$ cat src/rtl/md_sched_pkg.sv
// Shared types and constants for the EX-stage multiply/divide scheduler.
// Op decode lives here so every user resolves overlapping op bits identically.
package md_sched_pkg;

    typedef enum logic [1:0] {
        StIdle = 2'd0,
        StMul  = 2'd1,
        StDiv  = 2'd2,
        StDone = 2'd3
    } md_state_e;

    localparam logic Stop              = 1'b1;
    localparam logic NoStop            = 1'b0;
    localparam logic DivStart          = 1'b1;
    localparam logic DivStop           = 1'b0;
    localparam logic DivResultReady    = 1'b1;
    localparam logic DivResultNotReady = 1'b0;

    localparam logic [31:0] DivZeroQuot = 32'hFFFF_FFFF;

    typedef struct packed {
        logic is_div;
        logic is_signed;
    } md_dec_t;

    // Priority when several op bits are set: div > divu > mult > multu.
    function automatic md_dec_t md_decode(input logic div, input logic divu,
                                          input logic mult, input logic multu);
        md_dec_t dec;
        dec.is_div    = div | divu;
        dec.is_signed = 1'b0;
        if (div) begin
            dec.is_signed = 1'b1;
        end else if (divu) begin
            dec.is_signed = 1'b0;
        end else if (mult) begin
            dec.is_signed = 1'b1;
        end else if (multu) begin
            dec.is_signed = 1'b0;
        end
        return dec;
    endfunction

endpackage

$ cat src/rtl/md_sched.sv
// Multi-cycle multiply/divide scheduler: sequences the external multiplier and
// divider, stalls EX while an op runs and holds the 64-bit result until EX advances.
module md_sched
    import md_sched_pkg::*;
#(
    parameter int unsigned MUL_LAT = 2
) (
    input  logic        clk,
    input  logic        rst,
    input  logic        flush,
    input  logic        ex_stall,
    input  logic        inst_div,
    input  logic        inst_divu,
    input  logic        inst_mult,
    input  logic        inst_multu,
    input  logic [31:0] src_a,
    input  logic [31:0] src_b,
    output logic        stallreq,
    output logic        result_valid,
    output logic [31:0] hi_o,
    output logic [31:0] lo_o,
    output logic        mul_signed,
    output logic [31:0] mul_a,
    output logic [31:0] mul_b,
    input  logic [63:0] mul_result,
    output logic        div_start,
    output logic        div_signed,
    output logic [31:0] div_opa,
    output logic [31:0] div_opb,
    output logic        div_annul,
    input  logic [63:0] div_result,
    input  logic        div_ready
);

    localparam int unsigned CntW = (MUL_LAT > 1) ? $clog2(MUL_LAT) : 1;

    md_state_e   state;
    logic [CntW-1:0] cnt;
    logic [31:0] opa_q;
    logic [31:0] opb_q;
    logic        signed_q;
    logic [31:0] hi_q;
    logic [31:0] lo_q;

    logic    md_op;
    md_dec_t dec;
    logic    in_mul;
    logic    in_div;

    assign md_op  = inst_div | inst_divu | inst_mult | inst_multu;
    assign dec    = md_decode(inst_div, inst_divu, inst_mult, inst_multu);
    assign in_mul = (state == StMul);
    assign in_div = (state == StDiv);

    always_ff @(posedge clk) begin
        if (rst) begin
            state    <= StIdle;
            cnt      <= '0;
            opa_q    <= '0;
            opb_q    <= '0;
            signed_q <= 1'b0;
            hi_q     <= '0;
            lo_q     <= '0;
        end else if (flush) begin
            // Flush wins over every transition, including a coincident div_ready.
            state <= StIdle;
            cnt   <= '0;
        end else begin
            case (state)
                StIdle: begin
                    if (md_op) begin
                        opa_q    <= src_a;
                        opb_q    <= src_b;
                        signed_q <= dec.is_signed;
                        if (!dec.is_div) begin
                            cnt   <= CntW'(MUL_LAT - 1);
                            state <= StMul;
                        end else if (src_b != 32'd0) begin
                            state <= StDiv;
                        end else begin
                            hi_q  <= src_a;
                            lo_q  <= DivZeroQuot;
                            state <= StDone;
                        end
                    end
                end
                StMul: begin
                    if (cnt == '0) begin
                        hi_q  <= mul_result[63:32];
                        lo_q  <= mul_result[31:0];
                        state <= StDone;
                    end else begin
                        cnt <= cnt - CntW'(1);
                    end
                end
                StDiv: begin
                    if (div_ready == DivResultReady) begin
                        hi_q  <= div_result[63:32];
                        lo_q  <= div_result[31:0];
                        state <= StDone;
                    end
                end
                StDone: begin
                    if (!ex_stall) begin
                        state <= StIdle;
                    end
                end
                default: state <= StIdle;
            endcase
        end
    end

    // Combinational so the accept cycle itself already holds EX.
    assign stallreq = (~flush & ((state == StIdle & md_op) | in_mul | in_div)) ? Stop : NoStop;

    assign result_valid = (state == StDone);
    assign hi_o         = hi_q;
    assign lo_o         = lo_q;

    assign mul_signed = in_mul & signed_q;
    assign mul_a      = in_mul ? opa_q : 32'd0;
    assign mul_b      = in_mul ? opb_q : 32'd0;

    assign div_start  = (in_div & ~flush & (div_ready == DivResultNotReady)) ? DivStart : DivStop;
    assign div_annul  = in_div & flush;
    assign div_signed = in_div & signed_q;
    assign div_opa    = in_div ? opa_q : 32'd0;
    assign div_opb    = in_div ? opb_q : 32'd0;

endmodule
$ cat config.mk
export PLATFORM = sky130hd
export DESIGN_NAME = md_sched
export DESIGN_NICKNAME = d
export VERILOG_FILES = /design/src/rtl/md_sched_pkg.sv /design/src/rtl/md_sched.sv
export SDC_FILE = /design/constraint.sdc
export NUM_CORES = 1
export LEC_CHECK = 0
export ABC_AREA = 1
export CORE_AREA = 5 5 153 155
export CTS_CLUSTER_SIZE = 16
export DETAILED_ROUTE_END_ITERATION = 16
export DIE_AREA = 0 0 158 160
export DONT_BUFFER_PORTS = 1
export MAX_ROUTING_LAYER = met4
export PLACE_DENSITY_LB_ADDON = 0.05
export SETUP_SLACK_MARGIN = 0.15
export SLEW_MARGIN = 10
export SYNTH_ARGS = -nofsm -noshare
export SYNTH_HDL_FRONTEND = slang
export SYNTH_SLANG_ARGS = --single-unit
$ cat constraint.sdc
create_clock -name clk -period 2.8 [get_ports clk]
set_clock_uncertainty 0.1 [all_clocks]
set_input_delay 0.56 -clock clk [delete_from_list [all_inputs] [get_ports clk]]
set_output_delay 0.56 -clock clk [all_outputs]
set_load 0.1 [all_outputs]
# --- Word level (Yosys, flattened, before mapping) ---
# Index checks and enable logic that the tools add are counted.
totals:
  register_bits: 132
  inputBits: 201
  out_inout_bits: 198
  elab_cells: 73
op_classes:
  addsub: 1
  eq_ne: 10
  n_mux: 32
  bitwise_logic: 14
  n_reduce_logical: 9
op_table:
  columns: ["cell", "count"]
  rows:
  - ["2-to-1 mux 32 bit", 14]
  - ["one-hot mux 32 bit (3 select lines)", 2]
  - ["nonzero test 32 bit", 1]
  - ["!= test 2 bit (second input constant)", 7]
  - ["2-to-1 mux 2 bit", 5]
  - ["2-to-1 mux 1 bit", 9]
  - ["one-hot mux 2 bit (4 select lines)", 1]
  - ["AND 1 bit", 7]
  - ["AND reduction 7 bit", 1]
  - ["AND reduction 3 bit", 2]
  - ["bitwise OR 1 bit", 5]
  - ["== test 2 bit (second input constant)", 2]
  - ["AND reduction 4 bit", 1]
  - ["nonzero test 3 bit", 1]
  - ["== test 2 x 1 -> 1 bit (second input constant)", 1]
  - ["zero test 2 bit", 1]
  - ["NOT 1 bit", 2]
  - ["one-hot mux 1 bit (2 select lines)", 1]
  - ["nonzero test 2 bit", 1]
  - ["OR reduction 2 bit", 1]
  - ["subtractor 1 bit (second input constant)", 1]

# --- Logic depth before layout (Yosys ltp) ---
# Gate-level depths: netlist of run 1.
logic_depth:
  depth_word: 8
  ltp_mapped: 11
  depth_no_buf: 9

# --- Worst setup path before layout of run 1 ---
# No wires, ideal clock.
synth_timing:
  path_type: "register to output"
  startpoint: "register state[0]"
  endpoint: "output stallreq"
  t_arrival_ns: 2.605
  t_required_ns: 2.140
  path_slack_ns: -0.465
  path_stages_with_launch: 8
  path_buffers: 3
  path_cell_list: "dfxtp_1 inv_1 ha_1 clkbuf_1 buf_2 buf_2 nor2_1 a21oi_1"
synth_between:
  elab_chain_len: 6
  elab_cells_between_ends: 8
  classes_between: "2 x eq/ne; 1 x mux; 4 x bitwise; 1 x reduce/logical"
synth_rtl:
  columns: ["element", "line", "rtl"]
  rows:
  - ["start: declaration", "md_sched.sv:37", "md_state_e state;"]
  - ["start signal: assignment", "md_sched.sv:57", "state <= StIdle;"]
  - ["start signal: assignment", "md_sched.sv:66", "state <= StIdle;"]
  - ["start signal: assignment", "md_sched.sv:77", "state <= StMul;"]
  - ["zero test 2 bit", "md_sched.sv:114", "assign stallreq = (~flush & ((state == StIdle & md_op) | in_mul | in_div)) ? Stop : NoStop;"]
  - ["AND 1 bit", "md_sched.sv:114", null]
  - ["bitwise OR 1 bit", "md_sched.sv:114", null]
  - ["bitwise OR 1 bit *", "md_sched.sv:114", null]
  - ["AND 1 bit *", "md_sched.sv:114", null]
  - ["2-to-1 mux 1 bit *", "md_sched.sv:114", null]
  - ["end: declaration", "md_sched.sv:18", "output logic stallreq,"]
# Mark *: on every way between the ends. The rest lies on a longest branch, timed or not.

# --- Worst setup path in the final report of run 1 ---
layout_timing:
  startpoint: "register state[1]"
  endpoint: "output mul_a[18]"
layout_between:
  elab_chain_len: 2
layout_rtl:
  columns: ["element", "line", "rtl"]
  rows:
  - ["== test 2 x 1 -> 1 bit", "md_sched.sv:52", "assign in_mul = (state == StMul);"]
  - ["2-to-1 mux 32 bit", "md_sched.sv:121", "assign mul_a = in_mul ? opa_q : 32'd0;"]
  - ["end: declaration", "md_sched.sv:23", "output logic [31:0] mul_a,"]
# Every way passes these cells.

==> out/metrics.csv, run 1 <==
metric,value,unit
outcome,finished clean,
yosysSeqAreaShare,35.8,%
seq_power_share,36.6,%
ys.flop_type,dfxtp_1,
synthTopCellsByCount,"nand2_1 (242), inv_1 (206), dfxtp_1 (132), a21oi_1 (131), nor2_1 (94)",
first_global_vias,7243,
netSwitchingPower,2.02,mW
start_util,34.1,%
fin_worst_hold_slack,122,ps
vdd_drop_max,0.314,mV
syn_nets,1349,
io_buffers,0,
leakagePower,5.42,nW
place_congestion,0.841,
diodes,0,
dieArea,0.0253,mm^2
critical_path_class,reg2out,
drt-vias-per-instance,4.83,
synth_cell_types,24,
grt-ovfl-total,0,
hold_buffers,0,
cts.path.max_buffers,2,
crit_path_start_kind,flip-flop,
track_usage,22.5,%
setup_viol,0,
critical_path_arrival,1800,ps
cts_tree,yes,
io_pins,399,
fin_crit,2460,ps
post-route-period-util,87.8,%
ys_top_cells_by_area,"dfxtp_1 (36%), nand2_1 (12%), inv_1 (10%), a21oi_1 (8.9%), nor2_1 (4.8%)",
dp_hpwl,21500,um
cap_violations,0,
drt_pass1_iterations,5,
worstPathRequired,2140,ps
die_h,160,um
clk_pin_slew_worst_paths,60,ps
endpoint_kind,output pin,
hold_class,in2reg,
drt_iter0_markers,350,
combinationalPowerShare,25.6,%
max-slew-margin-rel,35.1,%
fmax,407,MHz
vias,7625,
synth_area_leader_cell,dfxtp_1,
postLayoutCoreUtil,48.4,%
worstSkewPairLatency,410,ps
synth_seq_cells,132,
swShare,35.1,%
yosysMostFrequentCell,nand2_1,
netlist_instances,1144,
antenna_found_initial,0,
power_density,547,mW/mm^2
synthToLayoutAreaGrowth,42.3,%
die_w,158,um
final_net_count,1491,
final_area,0.0105,mm^2
p_clk_share,37.8,%
cts.sinks,132,
tns,0,ps
pre_cts_slack,398,ps
setup_slack,343,ps
drv_slew,0,
ys.warnings.count,0,
dp.cells,1540,
grt_max_degree,83,
synth_top_area_share,35.8,%
htree_levels,4,
ant_nets,0,
worst_pin_slew,972,ps
grt_pass1_wl,42900,um
total_power,5.75,mW
ff2ff_setup_slack,530,ps
syn_avg_cell_area,6.46,um^2
layoutNonFillerInstCount,1579,
routed_wl,29000,um
synth-async-reset-ratio,0,%
drc,0,
synth_area,0.00739,mm^2
place_area,0.00982,mm^2
worstPathMaxFanout,10,
num_rows,54,
p_int,3.73,mW
synth_edf_count,0,
rsz0062_at_grt,false,
drive_gt1_share,20.2,%
core_area,0.0217,mm^2
numCtsBuffers,17,
wire_per_inst,18.4,um
root_buffer,clkbuf_16,
hold_violations,0,
layer usage:
metal	vias up	track usage (%)	wire [um]
met2	282	38.2	14500
li1	3921	-	-
met5	-	-	0
met4	0	5.93	456
met3	24	7.36	2820
met1	3398	25.3	11300
registers in the layout, summed over array words and instances, names as in the netlist:
name	flops
lo_o	32
opb_q	32
hi_o	32
state	2
opa_q	32
cnt	1
signed_q	1
power by group through the flow:
stage               Clock, mW  Combinational [mW]  Sequential, mW
floorplan                   0               0.969            2.24
global placement            0                1.45            2.15
detailed placement          0                1.46            2.15
CTS                      2.23                1.48            2.11
global route             2.31                1.58            2.12
finish                   2.17                1.47            2.11
critical path, stage by stage (launching register included):
cell,delay (ps)
dfxtp_1,350
inv_1,130
ha_4,230
buf_4,220
nand2_1,80
inv_1,80
buf_4,290
what timing repair did:
action	4_1_cts	5_1_grt
gates resized for setup	0	1
setup endpoints to repair	60	25
buffers inserted	4	3
pin swaps	0	0
final timing paths:
check / startpoint / to / cells past startpoint
setup / recovery: state[1] / mul_a[18] / 6
hold / removal: rst / signed_q / 1
setup reg to reg: state[0] / hi_o[23] / 9
hold reg to reg: opb_q[7] / opb_q[7] / 2
final cells by class:
cell class	count	area, um^2
fill	2232	11200
multi-input combinational	708	3550
sequential	132	2640
timing repair buffer	219	2600
inverter	208	783
clock buffer	21	480
tap	280	350
clock inverter	11	100
kinds of logic (layout without fill, tap and decap cells):
| group | count (synthesis) | count (layout) | synth area share, % |
|---|---|---|---|
| AOI/OAI and AO/OA | 299 | 299 | 24.8 |
| adders and majority gates | 4 | 4 | 0.678 |
| buffers and inverters | 304 | 459 | 16.9 |
| DFF | 132 | 132 | 35.8 |
| and+or+nand+nor | 405 | 405 | 21.8 |
cells in the final DEF (no fill, tap or decap), types with 2 or more instances in the layout:
cell type / count
a211oi_1: 2
a21boi_0: 32
a21oi_1: 130
a221oi_1: 32
a22o_1: 32
buf_12: 71
buf_16: 3
buf_4: 144
clkbuf_16: 17
clkbuf_8: 4
clkinv_2: 4
clkinv_4: 2
clkinvlp_4: 2
dfxtp_1: 132
ha_1: 2
ha_4: 2
inv_1: 205
inv_2: 2
inv_6: 2
nand2_1: 242
nand3_1: 65
nor2_1: 93
o21ai_0: 67
Power figures use the tool's default switching activity.
==> run 2, diff against run 1 <==
Settings changed: CTS_BUF_LIST set to sky130_fd_sc_hd__clkbuf_4 sky130_fd_sc_hd__clkbuf_8.
==> run 2 against run 1 <==
  * Wire length up 0.67%
  * Clock-buffer cell count unchanged
  * Sequential power is essentially flat
  * Non-clock buffer count stayed put
  * Die area stayed put
  * Worst hold slack got worse by 25 ps
  * Maximum frequency decreased by 2.8%
  * Critical path depth unchanged
  * Core utilization decreased by 0.88 points
  * Final area is 1.8% lower
  * Sequential cell count unchanged
  * Largest cell class unchanged
==> out/metrics.csv, run 2 (same netlist as run 1, synthesis figures left out) <==
metric,value,unit
critPathSlowestCell,dfxtp_1,
seq_area,0.00264,mm^2
final_common_cell,nand2_1,
fmax,396,MHz
vias,7665,
p_int,3.21,mW
leakagePower,5.34,nW
worstPathRequired,2140,ps
fillers,2259,
tns,0,ps
hold_path_depth,1,
cp_top_family,buffers and inverters,
hp-start,rst,
drc,0,
rsz0062_at_grt,false,
critical_path_arrival,1870,ps
post-route-period-util,90.3,%
seq_power_share,40.8,%
io_buffers,0,
clk_pin_slew_worst_paths,70,ps
cts.sinks,132,
hold_buffers,0,
die_h,160,um
cts.path.max_buffers,2,
min_to,signed_q,
p_clk_share,30.7,%
root_buffer,clkbuf_8,
antenna_found_initial,0,
multiInputGateArea,0.00355,mm^2
ant_nets,0,
num_rows,54,
final_net_count,1491,
place_congestion,0.841,
cts_tree,yes,
r2r_cells,9,
worstSkewPairLatency,430,ps
die_w,158,um
io_pins,399,
drt-vias-per-instance,4.85,
synthToLayoutAreaGrowth,39.7,%
critical_path_class,reg2out,
core_area,0.0217,mm^2
dp.cells,1540,
worst_pin_slew,972,ps
combinationalPowerShare,28.6,%
grt_max_degree,83,
mostFrequentLayoutCells,"nand2_1 (242), inv_1 (205), buf_4 (144)",
first_global_vias,7287,
endpoint_kind,output pin,
track_usage,22.5,%
grt_pass1_wl,43000,um
crit_path_start_kind,flip-flop,
start_util,34.1,%
dp_hpwl,21500,um
vdd_drop_max,0.227,mV
crit_chain,inv_1 > ha_4 > buf_16 > nand2_1 > inv_1 > buf_12,
setup_viol,0,
ff2ff_setup_slack,500,ps
drt_pass1_iterations,5,
htree_levels,4,
netSwitchingPower,1.95,mW
hold_class,in2reg,
max-slew-margin-rel,35.1,%
cap_violations,0,
drv_slew,0,
layoutNonFillerInstCount,1579,
worstPathMaxFanout,59,
dieArea,0.0253,mm^2
grt-ovfl-total,0,
hold_violations,0,
crit_path_max_incr_delay,360,ps
diodes,0,
drt_iter0_markers,351,
outcome,finished clean,
swShare,37.7,%
r2r-start,state[0],
numCtsBuffers,17,
routed_wl,29200,um
fin_crit,2530,ps
crit_top_cell,inv_1,
drive_gt1_share,20.2,%
path_buf_inv,4,
power_density,500,mW/mm^2
regToRegEndpoint,hi_o[23],
wire_per_inst,18.5,um
-- run 2: how the worst max path moves through the flow --
| stage | start | to | slack (ps) | depth (start not counted) |
|---|---|---|---|---|
| 5_1_grt | state[1] | mul_a[11] | 150 | 6 |
| 3_3_place_gp | state[0] | div_opa[1] | 430 | 6 |
| 3_5_place_dp | state[1] | mul_a[2] | 400 | 6 |
| 6_report | state[1] | mul_a[2] | 270 | 6 |
| 4_1_cts | state[1] | mul_a[6] | 170 | 6 |
| 2_1_floorplan | state[0] | stallreq | 150 | 7 |
-- run 2: cell type report --
cell class                 instances  area share (%)
timing repair buffer             219            25.2
sequential                       132            25.6
inverter                         208            7.59
multi-input combinational        708            34.5
clock inverter                    11           0.970
clock buffer                      21            2.80
tap                              280            3.40
-- run 2: metrics by stage --
step	instance area, um^2	hold slack (ps)	power [mW]	setup WS (ps)	util (%)
5_1_grt	10300	54.0	5.42	145	47.6
6_report	10300	97.3	5.16	273	47.6
4_1_cts	10300	60.0	5.23	171	47.5
3_3_place_gp	9820	347	3.60	433	45.3
2_1_floorplan	7390	337	3.21	151	-
3_5_place_dp	9820	352	3.60	398	45.3
-- run 2: power groups by stage --
stage | sequential [mW] | combinational (mW) | clock, mW
after floorplan | 2.24 | 0.969 | 0
after global placement | 2.15 | 1.45 | 0
after detailed placement | 2.15 | 1.46 | 0
after CTS | 2.10 | 1.49 | 1.64
after global routing | 2.12 | 1.58 | 1.72
final | 2.10 | 1.48 | 1.58
-- run 2: worst register-to-register path, stage by stage, from the launching register on --
cell	delay, ps
dfxtp_1	430
inv_1	120
ha_1	330
inv_2	70
buf_4	560
nand2_1	220
a21boi_0	180
nand3_1	100
nand2_1	50
nor2_1	100
-- run 2: what timing repair did --
action	CTS	global route
buffers inserted	6	1
setup endpoints to repair	63	21
gates resized for setup	0	1
-- run 2: routing by layer --
| metal | track usage [%] | wire (um) | up-vias |
|---|---|---|---|
| li1 | - | - | 3920 |
| met1 | 25.4 | 11300 | 3425 |
| met2 | 38.3 | 14600 | 292 |
| met3 | 7.82 | 2860 | 28 |
| met4 | 5.47 | 451 | 0 |
| met5 | - | 0 | - |
==> run 3, diff against run 2 <==
Settings changed: MAX_ROUTING_LAYER met4 to not set.
==> run 3 against run 2 <==
  * Worst hold slack got worse by 2.4 ps
  * Sequential cell count unchanged
  * Maximum frequency about the same
  * Final area did not move
  * Clock-buffer cell count did not move
  * Cell count is the same
  * Register-to-register slack is essentially flat
  * Wire length shrank 0.10%
  * Highest routed layer unchanged
==> out/metrics.csv, run 3 (same netlist as run 1, synthesis figures left out) <==
metric,value,unit
drt_iter0_markers,366,
io_buffers,0,
worstPathRequired,2140,ps
fin_crit,2530,ps
die_w,158,um
critPathSlowestCell,dfxtp_1,
rsz0062_at_grt,false,
outcome,finished clean,
tns,0,ps
hold_violations,0,
drv_slew,0,
cp_top_family,buffers and inverters,
fmax,395,MHz
htree_levels,4,
cts.sinks,132,
drc,0,
routed_wl,29200,um
final_net_count,1491,
antenna_found_initial,0,
wire_per_inst,18.5,um
post-route-period-util,90.3,%
cts.path.max_buffers,2,
power_density,501,mW/mm^2
crit_top_cell,inv_1,
leakagePower,5.34,nW
first_global_vias,7276,
crit_path_start_kind,flip-flop,
synthToLayoutAreaGrowth,39.7,%
setup_viol,0,
drt-vias-per-instance,4.83,
die_h,160,um
crit_path_max_incr_delay,360,ps
dieArea,0.0253,mm^2
root_buffer,clkbuf_8,
total_power,5.17,mW
cts_tree,yes,
crit_chain,inv_1 > ha_4 > buf_16 > nand2_1 > inv_1 > buf_12,
hold_buffers,0,
track_usage,21.9,%
drt_pass1_iterations,5,
vdd_drop_max,0.228,mV
path_buf_inv,4,
critical_path_class,reg2out,
critical_path_arrival,1870,ps
mostFrequentLayoutCells,"nand2_1 (242), inv_1 (205), buf_4 (144)",
grt-ovfl-total,0,
num_rows,54,
max-slew-margin-rel,35.2,%
endpoint_kind,output pin,
start_util,34.1,%
dp.cells,1540,
worstSkewPairLatency,430,ps
ant_nets,0,
vias,7625,
cap_violations,0,
drive_gt1_share,20.2,%
diodes,0,
worstPathMaxFanout,59,
core_area,0.0217,mm^2
layoutNonFillerInstCount,1579,
final_common_cell,nand2_1,
worst_pin_slew,971,ps
place_congestion,0.828,
io_pins,399,
grt_pass1_wl,43100,um
dp_hpwl,21500,um
numCtsBuffers,17,
clk_pin_slew_worst_paths,70,ps
grt_max_degree,83,
hold_class,in2reg,
==> run 3: cell counts in the layout (fill, tap and decap cells not counted) <==
No cell type changed its count.
==> run 3: final timing paths <==
check | start | end | slack (ps) | cells after the start
setup / recovery | state[1] | mul_a[2] | 270 | 6
hold / removal | rst | signed_q | 90 | 1
setup reg to reg | state[0] | hi_o[16] | 500 | 9
hold reg to reg | opb_q[4] | opb_q[4] | 360 | 2
==> run 3: through the flow <==
stage	hold slack (ps)	worst slack, ps	util, %	area [um^2]
after floorplan	337	151	-	7390
after global placement	347	433	45.3	9820
after detailed placement	352	398	45.3	9820
after CTS	60.0	171	47.5	10300
after global routing	54.1	142	47.6	10300
final	94.9	271	47.6	10300
==> run 3: timing repair <==
action / in CTS / in global routing
buffers inserted: 6 / 1
setup endpoints to repair: 63 / 21
resized for setup: 0 / 1
==> run 3: layout make-up <==
class	count	area, um^2
fillers	2261	11400
clock buffers	21	289
clock inverters	11	100
multi-input cells	708	3550
well taps	280	350
repair buffers	219	2600
flip-flops and latches	132	2640
inverters	208	783
==> run 3: power by group <==
part	internal (mW)	switching (mW)	total, mW
sequential	1.99	0.108	2.10
combinational	0.420	1.06	1.48
clock	0.799	0.792	1.59
==> run 3: layer usage <==
| layer | vias up | part of all wire (%) | GRT usage (%) |
|---|---|---|---|
| met5 | - | 0 | 0 |
| met3 | 31 | 10 | 8.53 |
| met1 | 3400 | 38 | 25.0 |
| met2 | 279 | 50 | 38.3 |
| met4 | 0 | 1.6 | 5.47 |
| li1 | 3915 | - | - |
